--- src/rtl/cfg_stream_loader.sv ---
// cfg_stream_loader
//   Feeds a tile's configuration shift chain. Bitstream words arrive over a
//   valid/ready handshake and are shifted out LSB-first while cfg_cen is high.
//   After exactly CHAIN_LEN bits the enable drops and a single cfg_set pulse
//   commits the configuration.
//
//   Ports:
//     clk, rst            clock, asynchronous active-low reset
//     start, abort        begin a load / cancel an in-progress load
//     word_data/valid     incoming bitstream word and its valid
//     word_ready          loader is waiting for a word
//     cfg_cen/shift/set   shift enable, serial bit, commit pulse to the tile
//     busy, done          load in progress / last load committed
//     bits_left           chain bits still to shift
//
//   state     | meaning
//   ----------+--------------------------------------------------
//   IDLE      | no load; after reset or abort
//   WAIT_WORD | word_ready high, waiting for the next word
//   SHIFT     | cfg_cen high, one bit per cycle from shreg[0]
//   SET       | one-cycle cfg_set commit pulse
//   DONE      | load committed; done held until the next start
module cfg_stream_loader #(
    parameter int WORD_W    = 32,
    parameter int CHAIN_LEN = 1024,
    parameter int CNT_W     = $clog2(CHAIN_LEN + 1)
) (
    input  logic              clk,
    input  logic              rst,
    input  logic              start,
    input  logic              abort,
    input  logic [WORD_W-1:0] word_data,
    input  logic              word_valid,
    output logic              word_ready,
    output logic              cfg_cen,
    output logic              cfg_shift,
    output logic              cfg_set,
    output logic              busy,
    output logic              done,
    output logic [CNT_W-1:0]  bits_left
);
    localparam int WC_W = $clog2(WORD_W + 1);

    typedef enum logic [2:0] {
        IDLE,
        WAIT_WORD,
        SHIFT,
        SET,
        DONE
    } state_t;

    state_t            state;
    state_t            state_nxt;
    logic [WORD_W-1:0] shreg;
    logic [WC_W-1:0]   word_cnt;
    logic [WC_W-1:0]   word_cnt_load;
    logic              start_ok;
    logic              abort_ok;
    logic              accept;
    logic              last_bit;
    logic              last_of_word;

    assign start_ok     = start && ((state == IDLE) || (state == DONE));
    assign abort_ok     = abort && ((state == WAIT_WORD) || (state == SHIFT));
    assign accept       = (state == WAIT_WORD) && word_valid;
    assign last_bit     = (bits_left == CNT_W'(1));
    assign last_of_word = (word_cnt == WC_W'(1));

    // A partial last word only shifts the bits the chain still needs.
    always_comb begin
        if (32'(bits_left) < WORD_W) begin
            word_cnt_load = WC_W'(bits_left);
        end else begin
            word_cnt_load = WC_W'(WORD_W);
        end
    end

    always_ff @(posedge clk or negedge rst) begin
        if (!rst) begin
            state <= IDLE;
        end else begin
            state <= state_nxt;
        end
    end

    always_comb begin
        state_nxt  = state;
        word_ready = 1'b0;
        cfg_cen    = 1'b0;
        cfg_shift  = 1'b0;
        cfg_set    = 1'b0;
        busy       = 1'b0;
        done       = 1'b0;
        case (state)
            IDLE: begin
                if (start) state_nxt = WAIT_WORD;
            end
            WAIT_WORD: begin
                word_ready = 1'b1;
                busy       = 1'b1;
                // abort beats a handshake on the same edge
                if (abort) begin
                    state_nxt = IDLE;
                end else if (word_valid) begin
                    state_nxt = SHIFT;
                end
            end
            SHIFT: begin
                cfg_cen   = 1'b1;
                cfg_shift = shreg[0];
                busy      = 1'b1;
                if (abort) begin
                    state_nxt = IDLE;
                end else if (last_bit) begin
                    state_nxt = SET;
                end else if (last_of_word) begin
                    state_nxt = WAIT_WORD;
                end
            end
            SET: begin
                cfg_set   = 1'b1;
                busy      = 1'b1;
                state_nxt = DONE;
            end
            DONE: begin
                done = 1'b1;
                if (start) state_nxt = WAIT_WORD;
            end
            default: state_nxt = IDLE;
        endcase
    end

    always_ff @(posedge clk or negedge rst) begin
        if (!rst) begin
            shreg     <= '0;
            word_cnt  <= '0;
            bits_left <= '0;
        end else if (start_ok) begin
            bits_left <= CNT_W'(CHAIN_LEN);
        end else if (abort_ok) begin
            shreg     <= '0;
            word_cnt  <= '0;
            bits_left <= '0;
        end else if (accept) begin
            shreg    <= word_data;
            word_cnt <= word_cnt_load;
        end else if (state == SHIFT) begin
            shreg     <= shreg >> 1;
            word_cnt  <= word_cnt - WC_W'(1);
            bits_left <= bits_left - CNT_W'(1);
        end
    end

endmodule

--- config.mk ---
export PLATFORM = sky130hd
export DESIGN_NAME = cfg_stream_loader
export DESIGN_NICKNAME = d
export VERILOG_FILES = /design/src/rtl/cfg_stream_loader.sv
export SDC_FILE = /design/constraint.sdc
export NUM_CORES = 1
export LEC_CHECK = 0
export ABC_CLOCK_PERIOD_IN_PS = 2610
export CAP_MARGIN = 20
export CORE_ASPECT_RATIO = 1.25
export CORE_UTILIZATION = 56
export DETAILED_ROUTE_END_ITERATION = 10
export PLACE_DENSITY_LB_ADDON = 0.08
export SYNTH_ARGS = -nofsm -noshare
export SYNTH_HDL_FRONTEND = slang
export SYNTH_SLANG_ARGS = --single-unit
export TNS_END_PERCENT = 10
--- constraint.sdc ---
create_clock -name clk -period 2.61 [get_ports clk]
set_input_delay 0.522 -clock clk [delete_from_list [all_inputs] [get_ports clk]]
set_output_delay 0.522 -clock clk [all_outputs]
set_load 0.02 [all_outputs]
==> results.json, run 1 <==
{
  "yosysUniqueCellTypes": 43,
  "drv_slew": 0,
  "peakVddDrop_uv": 455,
  "ctsRootBufferMaster": "clkbuf_8",
  "p_per_area_nw_per_um2": 959,
  "numCtsBuffers": 5,
  "finClkSkew_ns": 0.00987,
  "clock.fmax_mhz": 397,
  "status": "finished, final reports clean",
  "wl_per_cell_um": 16.1,
  "finish.utilization_pct": 72.7,
  "wl_um": 5830,
  "syn_to_final_growth_pct": 24.6,
  "reg2reg_depth": 4,
  "fill_cells": 382,
  "holdBufCountCts": 0,
  "synth-seq-cells": 52,
  "period_share_pct": 96.6,
  "tightest_slew_ns": 0.655,
  "io_pins": 54,
  "core_um2": 4760,
  "arrival_ns": 2.00,
  "drive_gt1_share_pct": 8.28,
  "register_area_um2": 1300,
  "max_stage_delay_ns": 0.60,
  "drt-initial-drc-count": 146,
  "relSlewSlack_pct": 55.7,
  "crit_type": "reg2out",
  "yosys-top-cells-area": "dfrtp_1 (47%), mux2i_1 (12%), o2bb2ai_1 (8.8%)",
  "netlist_area_um2": 2780,
  "maxCapViolations": 0,
  "critPathCaptureType": "primary output",
  "final-setup-viol-count": 0,
  "async_flop_share_pct": 100,
  "slowest_stage": "clkdlybuf4s50_1",
  "drtAntennaViolNets": 0,
  "min_path_type": "in2async",
  "final_nets": 342,
  "globalplace.congestion": 0.872,
  "dp_cells": 354,
  "vias": 2131,
  "grt_pass1_wl_um": 10300,
  "crit_chain": "nor3b_4, and2_1, clkdlybuf4s50_1",
  "synth_area_per_cell_um2": 11.0,
  "clk_latency_ns": 0.31,
  "cts_resized": 0,
  "grtUsageTotal_pct": 25.6,
  "htreeDepth": 2,
  "cp.required_ns": 2.09,
  "multi_input_area_um2": 1360,
  "portBuffers": 53,
  "clock_path_buffers": 2,
  "antenna_cells": 0,
  "vias_per_cell": 5.89,
  "clkTransAtPathRegs_ns": 0.09,
  "synthCells": 252,
  "finalHoldViolCount": 0,
  "ys_warn_count": 0,
  "post-route-drc-count": 0,
  "dieArea_um2": 5250,
  "p_leak_nw": 1.38,
  "grt_max_degree": 28,
  "post_cts_buffers": 0,
  "firstDrtPassIters": 4,
  "yosysSeqAreaShare_pct": 46.8,
  "synth_edf_count": 0,
  "cp_max_fo": 11,
  "numClockSinks": 52,
  "antenna_found_initial": 0,
  "grt_overflow": 0,
  "synth_top_area_share_pct": 46.8,
  "fp.dieW_um": 65.0,
  "final.setup.tns_ns": 0,
  "rows": 28,
  "start_util_pct": 58.3,
  "ys.flop_type": "dfrtp_1",
  "dp_hpwl_um": 4100,
  "synth_fp_nets": 293,
  "cts_tree": "yes",
  "grt_pass1_vias": 2070,
  "fin_cells": 362,
  "die_y_um": 80.8,
  "fin_crit_ns": 2.52,
  "start_kind": "flip-flop",
  "rsz0062_at_grt": "false",
  "yosys.area.top_type": "dfrtp_1"
}
cells in the mapped netlist (all sizes together) (3+ instances only):
library cell  number
a211oi            11
dfrtp             52
nand2              3
mux2i             32
ha                 4
nand3              3
xor2               7
nand3b             4
o31ai              3
o2bb2ai           28
a21oi              4
nand2b             6
buf               13
nand4              4
o21ai              3
clkbuf             6
nor2              30
nor3b              4
xnor2              3
inv                6
a31oi              3
nor3               4
sequential cells by signal, indices dropped and copies added, names as in the netlist:
register   cells
word_cnt       6
state          3
shreg         32
bits_left     11
cells in the final DEF, fill, tap and decap left out, drive strengths merged:
cell,synthesis,final
a21oi,4,4
a211oi,11,11
xor2,7,7
o31ai,3,3
xnor2,3,3
ha,4,4
a31oi,3,3
clkinvlp,0,1
dfrtp,52,52
buf,13,9
a211o,1,1
or4,2,2
o21ai,3,3
clkbuf,6,7
a22oi,1,1
nor3,4,4
and2,2,2
and4bb,1,1
a21o,2,2
or3b,1,1
o2bb2ai,28,28
nand4bb,2,2
nand4,4,4
o32a,1,1
nand3,3,3
nor2,30,30
nand3b,4,4
clkdlybuf4s50,0,52
nor4,2,2
a31o,1,1
mux2i,32,32
inv,6,6
nand2,3,3
o31a,1,1
nand2b,6,6
nor3b,4,4
nor4b,2,2
per-stage QoR:
step	area, um^2	total power, mW	hold WS (ns)	setup slack [ns]
6_report	3460	3.32	0.230	0.0882
3_3_place_gp	3370	2.80	0.464	0.360
3_5_place_dp	3370	2.84	0.472	0.399
2_1_floorplan	2780	2.36	0.226	0.732
5_1_grt	3460	3.56	0.276	0.0137
4_1_cts	3460	3.34	0.247	0.115
cell type report:
class | count | share of cell area [%]
tap | 60 | 2.17
clock buffer | 7 | 2.49
inverter | 6 | 0.650
clock inverter | 1 | 0.217
sequential | 52 | 37.6
timing repair buffer | 61 | 17.6
multi-input combinational | 175 | 39.3
layer usage:
layer | up-vias | track usage (%) | wire, um
met5 | - | 0 | 0
li1 | 1024 | - | -
met1 | 1044 | 35.6 | 2700
met4 | 0 | 8.22 | 85
met3 | 8 | 4.63 | 212
met2 | 55 | 40.5 | 2830
worst max-delay path, delay by kind of cell, from the launching register on:
kind | cells | cell delay [ns]
buffers and inverters | 1 | 0.60
DFF | 1 | 0.56
and+or+nand+nor | 2 | 0.53
power breakdown:
part / switching, mW / total (mW) / internal (mW)
registers: 0.278 / 1.34 / 1.06
clock network: 0.274 / 0.490 / 0.216
logic: 0.760 / 1.49 / 0.731
total: 1.31 / 3.32 / 2.01
cell families (layout without fill, tap and decap cells):
| logic type | after synthesis | in the layout | synth area share, % |
|---|---|---|---|
| XOR/XNOR | 10 | 10 | 3.15 |
| multiplexers | 32 | 32 | 11.5 |
| buffers and inverters | 25 | 75 | 4.46 |
| flip-flops | 52 | 52 | 46.8 |
| AND/OR/NAND/NOR | 70 | 70 | 15.6 |
| adder cells (fa/ha/maj) | 4 | 4 | 1.80 |
| AO/OA/AOI/OAI | 59 | 59 | 16.7 |
final timing paths:
path / startpoint / endpoint / slack, ns
max in group asynchronous: rst / shreg[28] / 1.81
min reg2reg: shreg[0] / shreg[0] / 0.49
max: state[1] / cfg_shift / 0.09
min in group clk: shreg[0] / shreg[0] / 0.49
max reg2reg: bits_left[7] / word_cnt[5] / 0.80
min: rst / state[0] / 0.23
Power figures use the tool's default switching activity.
==> run 2, diff against run 1 <==
--- a/config.mk
+++ b/config.mk
@@ -8,6 +8,7 @@
 export ABC_CLOCK_PERIOD_IN_PS = 2610
 export CAP_MARGIN = 20
 export CORE_ASPECT_RATIO = 1.25
+export CORE_MARGIN = 2
 export CORE_UTILIZATION = 56
 export DETAILED_ROUTE_END_ITERATION = 10
 export PLACE_DENSITY_LB_ADDON = 0.08
==> results.json, run 2 (synthesis gave the netlist of run 1 again) <==
{
  "drtAntennaViolNets": 0,
  "rsz0062_at_grt": "false",
  "cp_max_fo": 11,
  "vias": 2148,
  "grt_pass1_wl_um": 9660,
  "syn_to_final_growth_pct": 24.4,
  "grtUsageTotal_pct": 22.6,
  "largest_reg_flops": 32,
  "clock.fmax_mhz": 407,
  "fin_cells": 361,
  "clk_latency_ns": 0.30,
  "p_per_area_nw_per_um2": 957,
  "io_pins": 54,
  "min_path_type": "in2async",
  "fp.dieW_um": 67.0,
  "vias_per_cell": 5.95,
  "whs_ns": 0.196,
  "drive_gt1_share_pct": 8.31,
  "drt-initial-drc-count": 191,
  "antenna_cells": 0,
  "portBuffers": 53,
  "dp_cells": 353,
  "post_cts_buffers": 0,
  "dp_hpwl_um": 4050,
  "finClkSkew_ns": 0.00775,
  "max_stage_delay_ns": 0.61,
  "slowest_stage": "clkdlybuf4s50_1",
  "layout_common_cells": "dfrtp_1 (52), clkdlybuf4s50_1 (52), mux2i_1 (32)",
  "dieArea_um2": 5550,
  "wl_um": 5720,
  "clkTransAtPathRegs_ns": 0.09,
  "core_um2": 4760,
  "fill_cells": 362,
  "finish.utilization_pct": 72.6,
  "crit_family": "buffers and inverters",
  "crit_chain": "nor3b_4, and2_1, clkdlybuf4s50_1",
  "top_register": "shreg",
  "tightest_slew_ns": 0.606,
  "cp.required_ns": 2.09,
  "peakVddDrop_uv": 494,
  "p_leak_nw": 1.38,
  "fin_crit_ns": 2.46,
  "numClockSinks": 52,
  "cts_resized": 0,
  "register_area_um2": 1300,
  "post-route-drc-count": 0,
  "start_util_pct": 58.3,
  "status": "finished, final reports clean",
  "die_y_um": 82.8,
  "htreeDepth": 2,
  "globalplace.congestion": 0.835,
  "antenna_found_initial": 0,
  "cts_tree": "yes",
  "start_kind": "flip-flop",
  "maxCapViolations": 0,
  "critPathCaptureType": "primary output",
  "top_regs": "shreg: 32 flops, bits_left: 11 flops, word_cnt: 6 flops",
  "arrival_ns": 1.94,
  "rows": 28,
  "ctsRootBufferMaster": "clkbuf_8",
  "grt_max_degree": 31,
  "drv_slew": 0,
  "relSlewSlack_pct": 59.1,
  "holdBufCountCts": 0,
  "final-setup-viol-count": 0,
  "path_buf_inv": 1,
  "clock_path_buffers": 2,
  "final.setup.tns_ns": 0,
  "multi_input_area_um2": 1360,
  "finalHoldViolCount": 0,
  "period_share_pct": 94.2,
  "grt_pass1_vias": 1987,
  "firstDrtPassIters": 5,
  "crit_type": "reg2out",
  "wl_per_cell_um": 15.8,
  "numCtsBuffers": 5,
  "final_nets": 341,
  "grt_overflow": 0
}
-- run 2: cell count changes in the layout (fill, tap and decap cells not counted) --
| cell | delta |
|---|---|
| clkbuf_1 | -1 |
| buf_4 | -1 |
| clkinvlp_4 | -1 |
| inv_6 | +1 |
| clkinv_2 | +1 |
-- run 2: final cells by class --
type                    count  area share, %
multi-input cells         175           39.3
flip-flops and latches     52           37.6
repair buffers             60           17.4
clock buffers               6           2.39
well taps                  60           2.17
inverters                   6          0.651
clock inverters             2          0.398
-- run 2: path summary, 6_finish.rpt --
| check | start | endpoint | slack [ns] | cells past startpoint |
|---|---|---|---|---|
| max reg2reg | bits_left[1] | bits_left[6] | 0.78 | 6 |
| min in group clk | shreg[0] | shreg[0] | 0.49 | 1 |
| max | state[1] | cfg_shift | 0.15 | 3 |
| max in group asynchronous | rst | shreg[29] | 1.86 | 2 |
| min reg2reg | shreg[0] | shreg[0] | 0.49 | 1 |
| min | rst | state[2] | 0.20 | 1 |
-- run 2: metal layers --
layer	routed length [um]	share of wire, %	vias up	GRT usage, %
met3	203	3.5	9	3.25
met1	2640	46	1059	32.9
met2	2780	49	55	34.7
li1	-	-	1025	-
met5	0	0	-	0
met4	91	1.6	0	7.76
-- run 2: report_power, final --
group	switching (mW)	internal [mW]	leakage [nW]	total, mW
registers	0.275	1.06	0.695	1.34
clock network	0.266	0.217	0.0516	0.483
logic	0.761	0.728	0.633	1.49
-- run 2: through the flow --
| stage | cell area, um^2 | power [mW] | setup slack, ns |
|---|---|---|---|
| 5_1_grt | 3460 | 3.55 | 0.0546 |
| 3_3_place_gp | 3360 | 2.80 | 0.509 |
| 3_5_place_dp | 3360 | 2.84 | 0.497 |
| 4_1_cts | 3460 | 3.34 | 0.140 |
| 2_1_floorplan | 2780 | 2.36 | 0.732 |
| 6_report | 3460 | 3.31 | 0.150 |
==> run 3, diff against run 2 <==
--- a/config.mk
+++ b/config.mk
@@ -9,7 +9,7 @@
 export CAP_MARGIN = 20
 export CORE_ASPECT_RATIO = 1.25
 export CORE_MARGIN = 2
-export CORE_UTILIZATION = 56
+export CORE_UTILIZATION = 40
 export DETAILED_ROUTE_END_ITERATION = 10
 export PLACE_DENSITY_LB_ADDON = 0.08
 export SYNTH_ARGS = -nofsm -noshare
==> results.json, run 3 (synthesis gave the netlist of run 1 again) <==
{
  "status": "finished, final reports clean",
  "top_regs": "shreg: 32 flops, bits_left: 11 flops, word_cnt: 6 flops",
  "clock.fmax_mhz": 406,
  "tightest_slew_ns": 0.477,
  "rr_startpoint": "state[0]",
  "final-setup-viol-count": 0,
  "ctsRootBufferMaster": "clkbuf_8",
  "dieArea_um2": 7630,
  "crit_family": "buffers and inverters",
  "grtUsageTotal_pct": 15.6,
  "p_leak_nw": 1.38,
  "maxCapViolations": 0,
  "max_stage_delay_ns": 0.61,
  "vias": 2080,
  "grt_pass1_vias": 2001,
  "finClkSkew_ns": 0.0131,
  "syn_to_final_growth_pct": 26.0,
  "fp.dieW_um": 78.6,
  "cp.required_ns": 2.09,
  "globalplace.congestion": 0.755,
  "final_nets": 342,
  "arrival_ns": 1.94,
  "slowest_stage": "clkdlybuf4s50_1",
  "antenna_found_initial": 0,
  "clkTransAtPathRegs_ns": 0.10,
  "path_buf_inv": 1,
  "antenna_cells": 0,
  "crit_chain": "nor3b_4, and2_1, clkdlybuf4s50_1",
  "cts_tree": "yes",
  "fin_crit_ns": 2.47,
  "critPathCaptureType": "primary output",
  "numClockSinks": 52,
  "drtAntennaViolNets": 0,
  "r2r-end": "shreg[19]",
  "layout_common_cells": "clkdlybuf4s50_1 (52), dfrtp_1 (51), mux2i_1 (32)",
  "holdBufCountCts": 0,
  "firstDrtPassIters": 4,
  "portBuffers": 53,
  "htreeDepth": 2,
  "relSlewSlack_pct": 68.2,
  "rsz0062_at_grt": "false",
  "peakVddDrop_uv": 395,
  "vias_per_cell": 5.35,
  "grt_overflow": 0,
  "core_um2": 6650,
  "top_register": "shreg",
  "grt_max_degree": 53,
  "final_common_cell": "clkdlybuf4s50_1",
  "clk_latency_ns": 0.31,
  "final.setup.tns_ns": 0,
  "largest_reg_flops": 32,
  "post-route-drc-count": 0,
  "wl_per_cell_um": 14.6,
  "cp_max_fo": 16,
  "p_per_area_nw_per_um2": 940,
  "dp_hpwl_um": 3930,
  "reg2reg_depth": 5,
  "reg2reg_slack_ns": 0.81,
  "wl_um": 5690,
  "grt_pass1_wl_um": 9660,
  "die_y_um": 97.2,
  "drv_slew": 0,
  "finalHoldViolCount": 0,
  "drt-initial-drc-count": 81,
  "min_path_type": "in2async",
  "numCtsBuffers": 5,
  "period_share_pct": 94.5,
  "io_pins": 54,
  "start_kind": "flip-flop",
  "rows": 33,
  "start_util_pct": 41.8,
  "finish.utilization_pct": 52.7,
  "drive_gt1_share_pct": 8.94,
  "clock_path_buffers": 2,
  "crit_type": "reg2out"
}
## run 3: what timing repair did
action,in CTS,in global routing
buffers inserted,0,0
setup endpoints to repair,0,1
resized for setup,0,1
## run 3: worst max-delay path by stage
| stage | startpoint | endpoint | slack [ns] | cells past startpoint |
|---|---|---|---|---|
| 6_report | state[2] | cfg_shift | 0.14 | 3 |
| 5_1_grt | state[2] | cfg_shift | 0.02 | 3 |
| 4_1_cts | state[1] | cfg_set | 0.11 | 3 |
| 3_5_place_dp | word_valid | shreg[12] | 0.42 | 5 |
| 3_3_place_gp | abort | shreg[16] | 0.45 | 6 |
| 2_1_floorplan | state[0] | cfg_shift | 0.73 | 4 |
## run 3: worst register-to-register path, delay by kind of cell (launching register included)
family,cells,cell delay [ns]
AO/OA/AOI/OAI,2,0.59
buffers and inverters,1,0.23
flip-flops,1,0.61
AND/OR/NAND/NOR,2,0.26
## run 3: report_power, final
| group | internal [mW] | switching (mW) | total [mW] | leakage, nW |
|---|---|---|---|---|
| Combinational | 0.730 | 0.742 | 1.47 | 0.639 |
| Clock | 0.217 | 0.271 | 0.488 | 0.0516 |
| Sequential | 1.06 | 0.266 | 1.33 | 0.694 |
| Total | 2.01 | 1.28 | 3.29 | 1.38 |
## run 3: stage by stage
step                setup slack [ns]  cell area (um^2)  hold WS, ns  std cells  power, mW
finish                         0.144              3500        0.191        389       3.29
CTS                            0.110              3500        0.196        389       3.33
detailed placement             0.421              3400        0.468        381       2.83
floorplan                      0.732              2780        0.226        252       2.36
global route                  0.0216              3500        0.195        389       3.55
global placement               0.450              3400        0.468        381       2.82
## run 3: cell type report
class	instances	area, um^2
Fill cell	623	3150
Sequential cell	52	1300
Inverter	6	22.5
Tap cell	87	109
Timing Repair Buffer	61	611
Clock buffer	6	82.6
Multi-Input combinational cell	175	1360
Clock inverter	2	13.8
## run 3: metal layers
layer	vias up	GRT usage (%)	part of all wire, %
li1	1025	-	-
met1	1001	21.5	48
met2	49	24.7	47
met3	5	3.53	4.3
met4	0	4.45	1.0
met5	-	0	0
